$ cat src/rtl/dmem_arbiter.sv
// Two-master arbiter for the single-port data memory: core (m0) and loader/debug (m1).
// Combinational grant, round-robin on ties, bounded lock bursts, registered read return.
module dmem_arbiter #(
  parameter int ADDR_W    = 32,
  parameter int DATA_W    = 32,
  parameter int MAX_BURST = 4
) (
  input  logic              clk,
  input  logic              rst_n,
  input  logic              m0_req,
  input  logic              m0_we,
  input  logic              m0_lock,
  input  logic [ADDR_W-1:0] m0_addr,
  input  logic [DATA_W-1:0] m0_wdata,
  output logic              m0_gnt,
  output logic              m0_rvalid,
  output logic [DATA_W-1:0] m0_rdata,
  output logic              m0_stall,
  input  logic              m1_req,
  input  logic              m1_we,
  input  logic              m1_lock,
  input  logic [ADDR_W-1:0] m1_addr,
  input  logic [DATA_W-1:0] m1_wdata,
  output logic              m1_gnt,
  output logic              m1_rvalid,
  output logic [DATA_W-1:0] m1_rdata,
  output logic [ADDR_W-1:0] mem_addr,
  output logic [DATA_W-1:0] mem_wdata,
  output logic              mem_we,
  output logic              mem_re,
  input  logic [DATA_W-1:0] mem_rdata
);

  localparam int RUN_W = $clog2(MAX_BURST + 1);
  localparam logic [RUN_W-1:0] RUN_MAX = RUN_W'(MAX_BURST);

  logic             owner_reg, owner_next;
  logic [RUN_W-1:0] run_reg, run_next;
  logic             owner_lock;
  logic             keep;

  // A lock only extends a run that is still live: after an idle cycle (run = 0)
  // the tie goes to the non-owner whatever the owner's lock says.
  always_comb begin
    owner_lock = owner_reg ? m1_lock : m0_lock;
    keep       = owner_lock && (run_reg != '0) && (run_reg < RUN_MAX);
    m0_gnt     = 1'b0;
    m1_gnt     = 1'b0;
    if (m0_req && m1_req) begin
      if (keep) begin
        m0_gnt = ~owner_reg;
        m1_gnt = owner_reg;
      end else begin
        m0_gnt = owner_reg;
        m1_gnt = ~owner_reg;
      end
    end else begin
      m0_gnt = m0_req;
      m1_gnt = m1_req;
    end
  end

  assign m0_stall = m0_req & ~m0_gnt;

  always_comb begin
    mem_addr  = '0;
    mem_wdata = '0;
    mem_we    = 1'b0;
    mem_re    = 1'b0;
    if (m0_gnt) begin
      mem_addr  = m0_addr;
      mem_wdata = m0_wdata;
      mem_we    = m0_we;
      mem_re    = ~m0_we;
    end else if (m1_gnt) begin
      mem_addr  = m1_addr;
      mem_wdata = m1_wdata;
      mem_we    = m1_we;
      mem_re    = ~m1_we;
    end
  end

  // run counts consecutive grants of the owner; nonzero run means it was granted last cycle.
  always_comb begin
    owner_next = owner_reg;
    run_next   = '0;
    if (m0_gnt || m1_gnt) begin
      owner_next = m1_gnt;
      if ((m1_gnt == owner_reg) && (run_reg != '0)) begin
        run_next = (run_reg == RUN_MAX) ? RUN_MAX : run_reg + RUN_W'(1);
      end else begin
        run_next = RUN_W'(1);
      end
    end
  end

  always_ff @(posedge clk or negedge rst_n) begin
    if (!rst_n) begin
      owner_reg <= 1'b1;
      run_reg   <= '0;
    end else begin
      owner_reg <= owner_next;
      run_reg   <= run_next;
    end
  end

  always_ff @(posedge clk or negedge rst_n) begin
    if (!rst_n) begin
      m0_rvalid <= 1'b0;
      m1_rvalid <= 1'b0;
      m0_rdata  <= '0;
      m1_rdata  <= '0;
    end else begin
      m0_rvalid <= m0_gnt & ~m0_we;
      m1_rvalid <= m1_gnt & ~m1_we;
      if (m0_gnt && !m0_we) m0_rdata <= mem_rdata;
      if (m1_gnt && !m1_we) m1_rdata <= mem_rdata;
    end
  end

endmodule

$ cat config.mk
export PLATFORM = sky130hd
export DESIGN_NAME = dmem_arbiter
export DESIGN_NICKNAME = d
export VERILOG_FILES = /design/src/rtl/dmem_arbiter.sv
export SDC_FILE = /design/constraint.sdc
export NUM_CORES = 1
export LEC_CHECK = 0
export ABC_AREA = 1
export CAP_MARGIN = 25
export CORE_AREA = 2 2 117 119
export CTS_BUF_LIST = sky130_fd_sc_hd__clkbuf_4
export CTS_CLUSTER_SIZE = 20
export DETAILED_ROUTE_END_ITERATION = 6
export DIE_AREA = 0 0 119 121
export GPL_ROUTABILITY_DRIVEN = 0
export PLACE_DENSITY = 0.79
export SLEW_MARGIN = 20
export SYNTH_ARGS = -nofsm -noshare
export SYNTH_HDL_FRONTEND = slang
export SYNTH_SLANG_ARGS = --single-unit
$ cat constraint.sdc
create_clock -name clk -period 2.7 [get_ports clk]
set_clock_uncertainty 0.15 [all_clocks]
set_input_delay 0.54 -clock clk [delete_from_list [all_inputs] [get_ports clk]]
set_output_delay 0.54 -clock clk [all_outputs]
set_load 0.05 [all_outputs]
; ---- Word-level counts from Yosys, hierarchy flattened
; Index checks and enable logic that the tools add are counted.
[totals]
regBits = 70
inputBits = 168
output_inout_bits = 135
word_cells = 43
[classes]
addsub = 1
order_cmp = 1
eq_ne = 2
muxes = 16
bitwise = 7
reduce_logical = 10
[op_table]
columns = op, n
row1 = 2-to-1 mux 32 bit, 4
row2 = 2-to-1 mux 1 bit, 9
row3 = 2-to-1 mux 3 bit, 3
row4 = logical AND 1 bit, 6
row5 = NOT 1 bit, 4
row6 = "adder 3 x 1 -> 3 bit, second input constant", 1
row7 = AND 1 bit, 3
row8 = "== test 3 bit, second input constant", 1
row9 = "less-than comparator 3 bit, second input constant", 1
row10 = nonzero test 3 bit, 1
row11 = logical NOT 1 bit, 2
row12 = == test 1 bit, 1
row13 = logical OR 1 bit, 1

; ---- Logic depth before layout (Yosys ltp)
[logic_depth]
depth_word = 9
ltp_mapped = 13
depth_no_buf = 12

; ---- Least setup slack after synthesis
; No wires, ideal clock.
[synth_timing]
kind = reg2out
from = register run_reg[0]
to = output port mem_re
t_arrival_ps = 2356
required_ps = 2010
path_slack_ps = -346
path_stages_with_launch = 11
n_path_buf = 1
path_cell_list = dfrtp_1 inv_1 ha_1 nor2_2 nand2_1 nand2_1 nand3_4 o21ai_4 inv_4 clkbuf_2 o21ai_0
[synth_via]
elab_chain_cells = 7
elab_cells_between_ends = 10
classes_between = 1 x order compare / 6 x mux / 3 x reduce/logical
[synth_lines]
columns = item, line
row1 = start: declaration, 38  ; logic [RUN_W-1:0] run_reg, run_next;
row2 = start signal: assignment, 103  ; run_reg <= run_next;
row3 = "parallel branches: the longest is 2 deep, another holds less-than comparator 3 bit", -
row4 = logical AND 1 bit (*), 46  ; keep = owner_lock && (run_reg != '0) && (run_reg < RUN_MAX);
row5 = 2-to-1 mux 1 bit, 50  ; if (keep) begin
row6 = 2-to-1 mux 1 bit, 49  ; if (m0_req && m1_req) begin
row7 = 2-to-1 mux 1 bit, 75  ; end else if (m1_gnt) begin
row8 = 2-to-1 mux 1 bit (*), 70  ; if (m0_gnt) begin
row9 = end: declaration, 30  ; output logic mem_re,
; Every way passes the cells marked *.

; ---- Worst setup path in the final report
[layout_timing]
from = register run_reg[0]
to = output port mem_addr[29]
[layout_via]
elab_chain_cells = 7
elab_cells_between_ends = 10
classes_between = 1 x order compare / 6 x mux / 3 x reduce/logical
[layout_lines]
columns = item, line
row1 = "parallel branches: the longest is 2 deep, another holds less-than comparator 3 bit", -
row2 = logical AND 1 bit (*), 46
row3 = 2-to-1 mux 1 bit, 50
row4 = 2-to-1 mux 1 bit, 49
row5 = 2-to-1 mux 32 bit, 75
row6 = 2-to-1 mux 32 bit (*), 70
row7 = end: declaration, 27  ; output logic [ADDR_W-1:0] mem_addr,
; Marked as above.

==> impl_metrics.toml <==
[final_layout]
finalCoreUtilization_pct = 63.6
final_cell_area_sq_um = 8330
drive_above_1_share_pct = 26.2
fillers = 968
area_growth_pct = 135
finalNetCount = 886
final_cell_count_no_fill = 901

[drt]
wl_per_cell_um = 22.3
routed_wl_um = 20100
postRouteAntennaNets = 0
dr.pass1.iters = 5
via_count = 4394
drc = 0
drtIter0Drc = 252
routed_via_density = 4.88

[power_and_ir_drop]
seq_power_share_pct = 26.0
power_leakage_nw = 3.81
max-vdd-ir-drop_mv = 0.365
finalPower_mw = 5.14
internal_power_mw = 2.88
p_sw_share_pct = 44.0
p_comb_share_pct = 61.1
power_density_nw_per_um2 = 618
power_switching_mw = 2.26
clkPwrFrac_pct = 12.8

[setup_path]
crit_fanout = 18
required_ps = 2010
critPathArrivalTime_ps = 2150
crit_chain = "inv_2 -> ha_4 -> nor2_4 -> nand3_2 -> nand3_4 -> nand2_4 -> inv_8 -> buf_12 -> a22o_1 -> buf_12"
critical_path.slowest_cell = "dfrtp_1"
start_kind = "register"
crit_top_cell = "buf_12"
cpPeakStageDelay_ps = 390
end_kind = "primary output"
critPathKind = "register to primary output"

[global_routing]
grt_usage_pct = 26.7
grt_pass1_vias = 4577
antenna_found_initial = 10
grt_pass1_wl_um = 28200
gr-total-overflow = 0
grt_max_degree = 36

[floorplanning]
die_y_um = 121
pin_count = 303
coreArea_sq_um = 13100
die_area_sq_um = 14400
start_util_pct = 27.1
die_x_um = 119
rows = 42

[synth]
synth-simple-area-share_pct = 21.1
ys.warnings.count = 0
syn_area_per_cell_sq_um = 8.92
synth_fa_ha_area_share_pct = 0.707
synth_compound_area_share_pct = 21.4
syn_nets = 567
synthDistinctLibCells = 26
syn_inst = 397
synth-seq-area-share_pct = 49.5
synth-seq-cells = 70
syn-cell-area_sq_um = 3540
synth_mux_area_share_pct = 0
synth_top_family_by_area = "compound AO/OA/AOI/OAI gates"
synth_xor_area_share_pct = 0

[run]
drv_cap = 0

[place]
placed_area_sq_um = 7490
port-buffer-count = 302
dpl.cell_count = 870
pre_cts_ws_ps = -195
detailed_place_hpwl_um = 15400

[clocking]
clk_pin_slew_ps = 110
clock_path_buffers = 2
clk_latency_ps = 430
cts-htree-levels = 3
clkSinkCount = 70
cts_buffers = 9
cts_tree = "done"
cts-root-buf = "clkbuf_4"

[sta]
fin_crit_sh_pct = 105
fmax_mhz = 352
whs_ps = 339
fin_crit_ps = 2840
finalSetupTns_ps = -6850
worst_pin_slew_ps = 578
fin_ws_ps = -139
slew_viol_final = 0
hold_violations = 0
finalSetupViolCount = 66
grt_setup_unrepaired = "true"
max_slew_margin_pct = 61.3

[status]
failed_checks = "setup timing"
status = "complete, but fails checks"

[worst_hold_path]
hold_class = "register to register"
-- path summary, 6_finish.rpt --
check,from,endpoint,slack [ps],cells past startpoint
worst max-delay path,run_reg[0],mem_addr[29],-140,10
worst min-delay path,m1_rdata[26],m1_rdata[26],340,2
worst max register to register,run_reg[0],m1_rdata[25],340,14
worst min register to register,m1_rdata[26],m1_rdata[26],340,2
max in group asynchronous,rst_n,owner_reg,1200,3
min in group asynchronous,rst_n,m0_rdata[15],430,2
-- layout make-up --
cell class / instances / area [sq um] / area share [%]
Antenna cell: 4 / 10.0 / 0.120
Clock buffer: 11 / 82.6 / 0.992
Clock inverter: 5 / 50.0 / 0.601
Inverter: 13 / 58.8 / 0.706
Multi-Input combinational cell: 285 / 2020 / 24.2
Sequential cell: 70 / 1750 / 21.1
Tap cell: 176 / 220 / 2.64
Timing Repair Buffer: 337 / 4140 / 49.7
-- Yosys cell counts, drive strengths merged --
cell    count  share of area, %
a22o       64                16
buf        24               5.3
clkbuf      5              0.57
dfrtp      69                49
dfstp       1              0.74
ha          2              0.71
inv        13               1.4
nand2     169                18
nand3       4              0.92
nand3b      1              0.21
nand4       1              0.18
nor2        4               1.0
nor3        2              0.28
o21ai      37               5.5
or2         1              0.18
-- critical path, delay by kind of cell, from the launching register on --
family	cells	cell delay (ps)
buffers and inverters	4	520
and+or+nand+nor	4	410
AOI/OAI and AO/OA	1	210
DFF	1	390
adders and majority gates	1	160
-- power groups by stage --
stage	Clock, mW	Sequential (mW)	Combinational, mW
3_5_place_dp	0	1.36	2.88
4_1_cts	0.686	1.34	3.07
2_1_floorplan	0	1.97	0.886
3_3_place_gp	0	1.34	2.85
5_1_grt	0.723	1.36	3.26
6_report	0.661	1.34	3.14
-- cell families (layout without fill, tap and decap cells) --
group,Yosys count,after routing
and+or+nand+nor,182,182
AOI/OAI and AO/OA,101,101
DFF,70,70
buffers and inverters,42,366
adders and majority gates,2,2
other,0,4
-- cells in the final DEF, fill, tap and decap left out, drive strengths merged, types with 2 or more instances in the layout --
master,count
buf,103
clkinv,3
diode,4
o21ai,37
a22o,64
nor3,2
dfrtp,69
clkbuf,12
inv,13
ha,2
nor2,4
nand2,169
clkdlybuf4s50,231
nand3,4
-- what timing repair did --
action / 4_1_cts / 5_1_grt
hold buffers: 1 / 0
pin swaps: 6 / 11
hold endpoints to repair: 19 / 0
endpoints found under the setup margin: 69 / 69
setup buffers: 6 / 3
cloned: 3 / 3
resized for setup: 49 / 38
-- per-layer routing --
metal	wire length, um	up-vias	global-route usage, %
li1	-	1989	-
met5	69	-	0
met3	2270	55	12.8
met4	772	12	10.9
met2	9920	254	44.8
met1	7100	2084	29.1
Power figures use the tool's default switching activity.
